`src/rtl/mem_access_stage_pkg.sv`:
```
// Shared types for the memory access stage: control word, access sizes and FSM states.
package common;

  typedef enum logic [1:0] {
    MEM_BYTE = 2'd0,
    MEM_HALF = 2'd1,
    MEM_WORD = 2'd2
  } mem_size_e;

  typedef struct packed {
    logic      mem_read;
    logic      mem_write;
    mem_size_e mem_size;
    logic      mem_sign;
    logic      reg_write;
    logic      mem_to_reg;
  } control_type;

  typedef enum logic [1:0] {
    IDLE   = 2'd0,
    REQ    = 2'd1,
    WAIT_R = 2'd2,
    OUT    = 2'd3
  } stage_state_e;

  function automatic logic is_misaligned(input mem_size_e size, input logic [1:0] addr_lo);
    logic res;
    case (size)
      MEM_HALF: res = addr_lo[0];
      MEM_WORD: res = (addr_lo != 2'b00);
      default:  res = 1'b0;
    endcase
    return res;
  endfunction

endpackage

```
`src/rtl/mem_access_stage_lane_align.sv`:
```
// mem_lane_align: combinational store lane replication/byte enables and load extraction.
module mem_lane_align
  import common::*;
(
  input  mem_size_e   i_st_size,
  input  logic [1:0]  i_st_addr_lo,
  input  logic [31:0] i_st_data,
  output logic [3:0]  o_st_be,
  output logic [31:0] o_st_wdata,
  input  mem_size_e   i_ld_size,
  input  logic        i_ld_sign,
  input  logic [1:0]  i_ld_addr_lo,
  input  logic [31:0] i_ld_data,
  output logic [31:0] o_ld_result
);

  logic [7:0]  w_byte;
  logic [15:0] w_half;

  // Store side: half accesses only honour a[1], word accesses ignore the low bits.
  always_comb begin
    o_st_be    = 4'b0000;
    o_st_wdata = 32'h0000_0000;
    case (i_st_size)
      MEM_BYTE: begin
        o_st_be    = 4'b0001 << i_st_addr_lo;
        o_st_wdata = {4{i_st_data[7:0]}};
      end
      MEM_HALF: begin
        o_st_be    = 4'b0011 << {i_st_addr_lo[1], 1'b0};
        o_st_wdata = {2{i_st_data[15:0]}};
      end
      MEM_WORD: begin
        o_st_be    = 4'b1111;
        o_st_wdata = i_st_data;
      end
      default: begin
        o_st_be    = 4'b0000;
        o_st_wdata = 32'h0000_0000;
      end
    endcase
  end

  // Load side lane select
  always_comb begin
    w_byte = 8'h00;
    case (i_ld_addr_lo)
      2'd0:    w_byte = i_ld_data[7:0];
      2'd1:    w_byte = i_ld_data[15:8];
      2'd2:    w_byte = i_ld_data[23:16];
      2'd3:    w_byte = i_ld_data[31:24];
      default: w_byte = 8'h00;
    endcase
    if (i_ld_addr_lo[1]) begin
      w_half = i_ld_data[31:16];
    end else begin
      w_half = i_ld_data[15:0];
    end
  end

  // Load side sign/zero extension
  always_comb begin
    o_ld_result = 32'h0000_0000;
    case (i_ld_size)
      MEM_BYTE: o_ld_result = {{24{i_ld_sign & w_byte[7]}}, w_byte};
      MEM_HALF: o_ld_result = {{16{i_ld_sign & w_half[15]}}, w_half};
      MEM_WORD: o_ld_result = i_ld_data;
      default:  o_ld_result = 32'h0000_0000;
    endcase
  end

endmodule

```
`src/rtl/mem_access_stage.sv`:
```
// Memory access pipeline stage: issues loads/stores to the data memory and holds a writeback payload.
// Optional misaligned-access trapping is enabled with MEM_STAGE_MISALIGN_CHECK_EN.
module mem_access_stage
  import common::*;
(
  input  logic        clk,
  input  logic        rst_n,
  input  logic        ex_valid,
  output logic        ex_ready,
  input  control_type control_in,
  input  logic [31:0] alu_data,
  input  logic [31:0] memory_data,
  input  logic [31:0] program_counter,
  input  logic        flush,
  output logic        dmem_req,
  output logic        dmem_we,
  output logic [31:0] dmem_addr,
  output logic [31:0] dmem_wdata,
  output logic [3:0]  dmem_be,
  input  logic        dmem_gnt,
  input  logic        dmem_rvalid,
  input  logic [31:0] dmem_rdata,
  output logic        wb_valid,
  input  logic        wb_ready,
  output control_type wb_control,
  output logic [31:0] wb_data,
  output logic [31:0] wb_pc,
  output logic        misaligned
);

  stage_state_e r_state, w_next_state;
  control_type  r_ctrl, w_in_ctrl;
  logic [31:0]  r_alu, r_pc;
  logic         r_flushed;
  logic         w_transfer, w_is_mem, w_misalign;
  logic [3:0]   w_st_be;
  logic [31:0]  w_st_wdata, w_ld_result;

  assign ex_ready   = (r_state == IDLE);
  assign w_transfer = ex_valid && ex_ready && !flush;
  assign w_is_mem   = control_in.mem_read || control_in.mem_write;

`ifdef MEM_STAGE_MISALIGN_CHECK_EN
  assign w_misalign = w_is_mem && is_misaligned(control_in.mem_size, alu_data[1:0]);
`else
  assign w_misalign = 1'b0;
`endif

  // Trapped accesses must not write the register file.
  always_comb begin
    w_in_ctrl           = control_in;
    w_in_ctrl.reg_write = control_in.reg_write & ~w_misalign;
  end

  mem_lane_align u_lane (
    .i_st_size    (control_in.mem_size),
    .i_st_addr_lo (alu_data[1:0]),
    .i_st_data    (memory_data),
    .o_st_be      (w_st_be),
    .o_st_wdata   (w_st_wdata),
    .i_ld_size    (r_ctrl.mem_size),
    .i_ld_sign    (r_ctrl.mem_sign),
    .i_ld_addr_lo (r_alu[1:0]),
    .i_ld_data    (dmem_rdata),
    .o_ld_result  (w_ld_result)
  );

  // State register
  always_ff @(posedge clk or negedge rst_n) begin
    if (!rst_n) begin
      r_state <= IDLE;
    end else begin
      r_state <= w_next_state;
    end
  end

  // Next-state logic; a flushed load still waits for its rvalid before retiring.
  always_comb begin
    w_next_state = r_state;
    case (r_state)
      IDLE: begin
        if (w_transfer) begin
          w_next_state = (w_is_mem && !w_misalign) ? REQ : OUT;
        end else begin
          w_next_state = IDLE;
        end
      end
      REQ: begin
        if (flush) begin
          w_next_state = IDLE;
        end else if (dmem_gnt) begin
          w_next_state = r_ctrl.mem_write ? OUT : WAIT_R;
        end else begin
          w_next_state = REQ;
        end
      end
      WAIT_R: begin
        if (dmem_rvalid) begin
          w_next_state = (r_flushed || flush) ? IDLE : OUT;
        end else begin
          w_next_state = WAIT_R;
        end
      end
      OUT: begin
        if (flush || wb_ready) begin
          w_next_state = IDLE;
        end else begin
          w_next_state = OUT;
        end
      end
      default: w_next_state = IDLE;
    endcase
  end

  // Registered request and writeback outputs
  always_ff @(posedge clk or negedge rst_n) begin
    if (!rst_n) begin
      r_ctrl     <= '0;
      r_alu      <= 32'h0000_0000;
      r_pc       <= 32'h0000_0000;
      r_flushed  <= 1'b0;
      dmem_req   <= 1'b0;
      dmem_we    <= 1'b0;
      dmem_addr  <= 32'h0000_0000;
      dmem_wdata <= 32'h0000_0000;
      dmem_be    <= 4'b0000;
      wb_valid   <= 1'b0;
      wb_control <= '0;
      wb_data    <= 32'h0000_0000;
      wb_pc      <= 32'h0000_0000;
      misaligned <= 1'b0;
    end else begin
      case (r_state)
        IDLE: begin
          if (w_transfer) begin
            r_ctrl    <= w_in_ctrl;
            r_alu     <= alu_data;
            r_pc      <= program_counter;
            r_flushed <= 1'b0;
            if (w_next_state == REQ) begin
              dmem_req   <= 1'b1;
              dmem_we    <= control_in.mem_write;
              dmem_addr  <= {alu_data[31:2], 2'b00};
              dmem_be    <= w_st_be;
              dmem_wdata <= w_st_wdata;
            end else begin
              wb_valid   <= 1'b1;
              wb_control <= w_in_ctrl;
              wb_data    <= alu_data;
              wb_pc      <= program_counter;
              misaligned <= w_misalign;
            end
          end
        end
        REQ: begin
          if (flush || dmem_gnt) begin
            dmem_req <= 1'b0;
            dmem_we  <= 1'b0;
          end
          if (w_next_state == OUT) begin
            wb_valid   <= 1'b1;
            wb_control <= r_ctrl;
            wb_data    <= r_alu;
            wb_pc      <= r_pc;
            misaligned <= 1'b0;
          end
        end
        WAIT_R: begin
          if (flush) begin
            r_flushed <= 1'b1;
          end
          if (w_next_state == OUT) begin
            wb_valid   <= 1'b1;
            wb_control <= r_ctrl;
            wb_data    <= w_ld_result;
            wb_pc      <= r_pc;
            misaligned <= 1'b0;
          end
        end
        OUT: begin
          if (w_next_state == IDLE) begin
            wb_valid   <= 1'b0;
            misaligned <= 1'b0;
          end
        end
        default: begin
          dmem_req <= 1'b0;
          wb_valid <= 1'b0;
        end
      endcase
    end
  end

endmodule

```
`config.mk`:
```
export PLATFORM = sky130hd
export DESIGN_NAME = mem_access_stage
export DESIGN_NICKNAME = d
export VERILOG_FILES = /design/src/rtl/mem_access_stage_pkg.sv /design/src/rtl/mem_access_stage_lane_align.sv /design/src/rtl/mem_access_stage.sv
export SDC_FILE = /design/constraint.sdc
export NUM_CORES = 1
export LEC_CHECK = 0
export CORE_MARGIN = 8
export CORE_UTILIZATION = 35
export DETAILED_ROUTE_END_ITERATION = 8
export GPL_TIMING_DRIVEN = 0
export SYNTH_ARGS = -nofsm -noshare
export SYNTH_HDL_FRONTEND = slang
export SYNTH_HIERARCHICAL = 1
export SYNTH_SLANG_ARGS = --single-unit
```
`constraint.sdc`:
```
create_clock -name clk -period 3.1 [get_ports clk]
set_clock_uncertainty 0.1 [all_clocks]
set_input_delay 0.62 -clock clk [delete_from_list [all_inputs] [get_ports clk]]
set_output_delay 0.62 -clock clk [all_outputs]
set_load 0.02 [all_outputs]
```
# Word level (Yosys, flattened, before mapping)

Index checks and enable logic that the tools add are counted.
W data, S select, Z words.

Output and inout port bits: 144
Bits of input ports: 142
Register bits: 215
Logic and storage cells: 120

Multiplexer cells: 46
Bitwise logic cells: 2
Eq/ne operators: 21
Shift operators: 2
Reductions and logical operators: 24

Operator list:

| operator              | number |
|---|---|
| $pmux W32 S3          | 3 |
| $mux W32              | 7 |
| $pmux W32 S2          | 1 |
| $pmux W8 S4           | 1 |
| $mux W7               | 3 |
| $mux W16              | 1 |
| $mux W1               | 15 |
| $eq A2 B2 Y1 const B  | 7 |
| $mux W2               | 7 |
| $pmux W7 S2           | 1 |
| $ne A2 B2 Y1 const B  | 6 |
| $pmux W4 S3           | 1 |
| $reduce_and A4 Y1     | 3 |
| $eq A2 B1 Y1 const B  | 5 |
| $logic_not A2 Y1      | 5 |
| $pmux W2 S4           | 1 |
| $ne A2 B1 Y1 const B  | 3 |
| $pmux W1 S2           | 3 |
| $pmux W1 S3           | 2 |
| $reduce_and A3 Y1     | 2 |
| $reduce_bool A2 Y1    | 3 |
| $reduce_and A5 Y1     | 1 |
| $logic_or A1 B1 Y1    | 4 |
| $shl A1 B2 Y4 const A | 1 |
| other kinds (7)       | 9 |

# Longest topological paths before layout

Depth after elaboration: 9
Mapped depth: 10
Mapped depth without buffers: 8

# Cells and area by module

Netlist, hierarchy kept.

By module, submodules not included:

| module           | area each (um2) | times used | cells an instance | sequential area each (um2) |
|---|---|---|---|---|
| mem_access_stage | 9,389.0         | 1          | 812               | 5,355.1 |
| mem_lane_align   | 1,422.6         | 1          | 209               | 0.0 |

# Worst setup path after synthesis

No wires, ideal clock.

Path kind: reg2reg
Start: register r_state[0]
End: register wb_pc[21]
Data required time: 2.875 ns
Period minus slack after synthesis: 2.471 ns
Cell stages (with the launch flop): 11
Setup time: 0.125 ns
Buffers on the path: 3
Arrival: 2.246 ns
Path slack: 0.629 ns
Path through: dfrtp_1 -> inv_1 -> ha_1 -> inv_1 -> or2_1 -> buf_2 -> o21ai_0 -> a32o_1 -> buf_6 -> buf_6 -> mux2_4

Cells in the longest elaborated chain, start to end: 8
Elaborated cells on any way between the ends: 17
Classes of those cells: eq/ne: 8; mux: 3; reduce/logical: 6

Ends and longest elaborated chain:

| item                                                                 | RTL line                                                                  | source |
|---|---|---|
| start: declaration                                                   | mem_access_stage.sv:31                                                    | `stage_state_e r_state, w_next_state;` |
| start signal: assignment                                             | mem_access_stage.sv:73                                                    | `r_state <= w_next_state;` |
| $logic_not A2 Y1 (*)                                                 | mem_access_stage.sv:39                                                    | `assign ex_ready = (r_state == IDLE);` |
| net ex_ready                                                         | mem_access_stage.sv:9                                                     | `output logic ex_ready,` |
| $logic_and A1 B1 Y1 (2 in series)                                    | mem_access_stage.sv:40                                                    | `assign w_transfer = ex_valid && ex_ready && !flush;` |
| $mux W2                                                              | mem_access_stage.sv:82                                                    | `if (w_transfer) begin` |
| $pmux W2 S4                                                          | mem_access_stage.sv:80                                                    | `case (r_state)` |
| $eq A2 B1 Y1 / $eq A2 B2 Y1 (equally long branches)                  | mem_access_stage.sv:140, mem_access_stage.sv:160, mem_access_stage.sv:172 |  |
| $ne A2 B2 Y1 (no source line) / $ne A2 B1 Y1 (equally long branches) | n/a                                                                       |  |
| $reduce_and A4 Y1 (no source line)                                   | n/a                                                                       |  |
| end signal: assignment                                               | mem_access_stage.sv:150                                                   | `wb_pc <= program_counter;` |
| end signal: assignment                                               | mem_access_stage.sv:164                                                   | `wb_pc <= r_pc;` |
| end signal: assignment                                               | mem_access_stage.sv:176                                                   | `wb_pc <= r_pc;` |
| end: declaration                                                     | mem_access_stage.sv:27                                                    | `output logic [31:0] wb_pc,` |

Mark *: on every way through the listed nets, which the timed path passes. The rest lies on a longest branch.
A chain may end at the register's enable or synchronous reset.

# Final worst setup path

Start: register r_state[1]
End: register wb_pc[25]

Cells in the longest elaborated chain, start to end: 8
Elaborated cells on any way between the ends: 17
Classes of those cells: eq/ne: 8; mux: 3; reduce/logical: 6

Ends and longest elaborated chain:

| item                                                                 | RTL line |
|---|---|
| $logic_not A2 Y1                                                     | mem_access_stage.sv:39, mem_access_stage.sv:80, mem_access_stage.sv:133 |
| $logic_and A1 B1 Y1 (2 in series)                                    | mem_access_stage.sv:40 |
| $mux W2                                                              | mem_access_stage.sv:82 |
| $pmux W2 S4                                                          | mem_access_stage.sv:80 |
| $eq A2 B1 Y1 / $eq A2 B2 Y1 (equally long branches)                  | mem_access_stage.sv:140, mem_access_stage.sv:160, mem_access_stage.sv:172 |
| $ne A2 B2 Y1 (no source line) / $ne A2 B1 Y1 (equally long branches) | n/a |
| $reduce_and A4 Y1 (no source line)                                   | n/a |

Parallel ways exist; a longest one is shown, timed or not.

==> metrics.csv <==
stage,metric,value,unit
run_status,status,"complete, no violations",
placement,port bufs,282,
floorplan,core box area,30510,µm²
drt,drt total wl,35.91,mm
floorplan,Die Area,36770,µm²
sta,setup TNS,0,ns
floorplan,Initial Utilization,35.44,%
sta,Final min period,2.885,ns
placement,GP Congestion,0.8667,
cells_and_area,layout cells sized above 1,17.87,%
drt,# DRC,0,
sta,fin crit share,93.05,%
cts,clock root cell,clkbuf_16,
grt,largest net degree at the start of global routing,87,
drt,average wire per cell in the routed design,20.52,µm
cells_and_area,# diodes,0,
worst_setup_path,nature of the critical path endpoint,register,
cells_and_area,Area Overhead vs Synth,39.51,%
drt,DRT antenna net count,0,
worst_setup_path,Critical Path RT,3.40,ns
synth,"Distinct cells, synth",53,
worst_setup_path,Startpoint Class,register,
grt,grt ovf,0,
power,Gate power share,42.3,%
synth,"Cell Area, Synth",10810,µm²
synth,"Avg Cell Area, Syn",10.59,µm²
sta,setup ws final,0.2154,ns
synth,Cells after Synth,1021,
cells_and_area,Final Cell Area,15080,µm²
cells_and_area,"most common cell after layout, fill and taps aside",clkdlybuf4s50_1,
synth,Yosys warnings,6,
grt,number of global-route vias before repair,9253,
cts,worst skew pair latency,0.53,ns
placement,Placed Area,14200,µm²
grt,All-Layer GR Usage,19.05,%
drt,via count,8929,
sta,Worst Max-Slew Pin Slew,0.8201,ns
floorplan,Die Y,191.8,µm
drt,Vias/cell,5.102,
job,maxcap violations,0,
synth,#FFs+latches synth,214,
power,clock power share,24.1,%
power,Net Sw Frac,34.67,%
synth,number of enable flip-flop cells after synthesis,0,
sta,"Hold Violations, Final",0,
drt,Iteration-0 DRC Markers,538,
synth,synth top area cells,"dfrtp_1 50%, mux2_2 15%, nand2_1 8.3%, mux2_1 4.2%, a22oi_1 2.9%",
worst_setup_path,"critical path fanouts, max",10,
sta,max_slew headroom,45.33,%
synth,asr flop ratio synth,100.0,%
cts,"Clk pin slew, worst setup/hold paths",0.06,ns
power,Net Switching,4.523,mW
power,VDD IR-drop max,0.0004865,V
synth,Synth Flop Type,dfrtp_1,
synth,post-synth top area cell,dfrtp_1,
drt,Pre-Repair DR Iteration Count,5,
sta,max-slew violations,0,
synth,sequential share of the synthesized area,49.53,%
floorplan,Die Width,191.8,µm
grt,initial antenna violation count,2,
grt,global-route wire length before repair,54.95,mm
cells_and_area,fin nets,1483,
floorplan,I/O pin total,286,
power,static leakage,6.577,nW
placement,placed insts,1703,
cts,# H-tree levels,1,
sta,final setup vio count,0,
cts,CTS tree,yes,
sta,RSZ-0062 raised after global routing,no,
worst_setup_path,reg-to-reg setup timing slack,0.22,ns
power,Seq pwr share,33.7,%
power,power per cell area,864.9,nW/µm²
worst_setup_path,path type of the worst setup path,reg -> reg,
power,Internal,8.523,mW
hold_path,Hold Crit Class,reg -> reg,
synth,top cell type's share of synthesized area,49.53,%
sta,fmax,0.3467,GHz
cts,Num Clock Sinks,214,
cts,postcts setup bufs,0,
cells_and_area,Post-Layout Cell Count,1750,
cells_and_area,most frequent cells in the layout,"281 x clkdlybuf4s50_1, 240 x nand2_1, 214 x dfrtp_1",
floorplan,Rows,64,
cts,CTS Buf Count,26,
worst_setup_path,arrival time at the worst endpoint,3.19,ns
placement,dpl ws,-0.3755,ns
cts,Clock Tree Buf Depth,3,
placement,HPWL after DPL,26.53,mm
## power groups by stage
stage	clock (mW)	sequential (mW)	combinational (mW)
floorplan	0	5.45	1.79
global placement	0	4.40	5.54
detailed placement	0	4.43	5.57
CTS	3.23	4.40	5.60
global route	3.32	4.54	5.87
finish	3.14	4.39	5.51
## cells by family (layout without fill, tap and decap cells)
family | count (synthesis) | count (layout) | share of synthesized area, %
AND/OR/NAND/NOR | 325 | 325 | 12.57
flip-flops | 214 | 214 | 49.53
multiplexers | 209 | 209 | 21.98
AO/OA/AOI/OAI | 181 | 181 | 11.01
buffers and inverters | 86 | 417 | 4.305
adder cells (fa/ha/maj) | 5 | 5 | 0.5786
other | 1 | 3 | 0.03468
## state kept, by name, indices dropped and copies added, names as in the netlist, 2 cells and up
| name | count |
|---|---|
| dmem_wdata | 32 |
| r_alu | 32 |
| r_pc | 32 |
| wb_data | 32 |
| wb_pc | 32 |
| dmem_addr | 30 |
| r_ctrl | 7 |
| wb_control | 7 |
| dmem_be | 4 |
| r_state | 2 |
## worst max-delay path, stage by stage, from the launching register on
cell     delay [ns]
dfrtp_1        0.40
inv_1          0.11
ha_1           0.37
inv_1          0.21
nor2_2         0.52
a32o_1         0.35
buf_6          0.19
buf_6          0.19
mux2_4         0.32
## cells in the mapped netlist (2+ instances only)
cell type,count
a21o_1,8
a21oi_1,55
a221o_1,5
a221o_2,3
a22oi_1,42
and2_1,11
and3b_1,2
buf_1,5
buf_2,14
buf_4,7
buf_6,13
clkbuf_1,37
dfrtp_1,214
ha_1,5
inv_1,7
inv_2,2
mux2_1,40
mux2_2,143
mux2_4,11
mux2i_1,15
nand2_1,240
nand2b_1,5
nand3_1,2
nor2_1,40
nor2b_1,13
o211ai_1,19
o21ai_0,28
o21ai_1,4
o22ai_1,7
## repair_timing
| action | in CTS | in global routing |
|---|---|---|
| endpoints found under the setup margin | 30 | 0 |
| gates resized for setup | 1 | 0 |
| hold buffers | 1 | 0 |
| endpoints found under the hold margin | 63 | 0 |
## stage by stage
step / hold WS (ns) / power, mW / utilization [%]
2_1_floorplan: 0.2244 / 7.237 / -
3_3_place_gp: 0.3522 / 9.940 / 46.34
3_5_place_dp: 0.3599 / 10.00 / 46.53
4_1_cts: 0.3744 / 13.23 / 49.44
5_1_grt: 0.3856 / 13.74 / 49.44
6_report: 0.3703 / 13.05 / 49.44
## layout make-up
type | instances | area, µm²
clock buffers | 37 | 743.2
flip-flops and latches | 214 | 5355
clock inverters | 9 | 130.1
repair buffers | 285 | 2893
well taps | 396 | 495.5
fillers | 2842 | 15430
plain buffers | 77 | 431.7
inverters | 9 | 33.78
multi-input cells | 723 | 5001
## worst paths after layout
path,from,end,cells after the start
max in group asynchronous,rst_n,dmem_wdata[2],3
min in group asynchronous,rst_n,dmem_addr[20],2
worst min-delay path,r_pc[16],r_pc[16],2
worst max register to register,r_state[1],wb_pc[25],8
worst min register to register,r_pc[16],r_pc[16],2
worst max-delay path,r_state[1],wb_pc[25],8
## per-layer routing
| metal | wire length, µm | vias up | global-route usage, % |
|---|---|---|---|
| met5 | 29 | - | 0 |
| met4 | 1213 | 4 | 6.306 |
| met3 | 3093 | 65 | 5.483 |
| met2 | 16430 | 304 | 30.66 |
| met1 | 15150 | 4389 | 24.29 |
| li1 | - | 4167 | - |
Power figures use the tool's default switching activity.
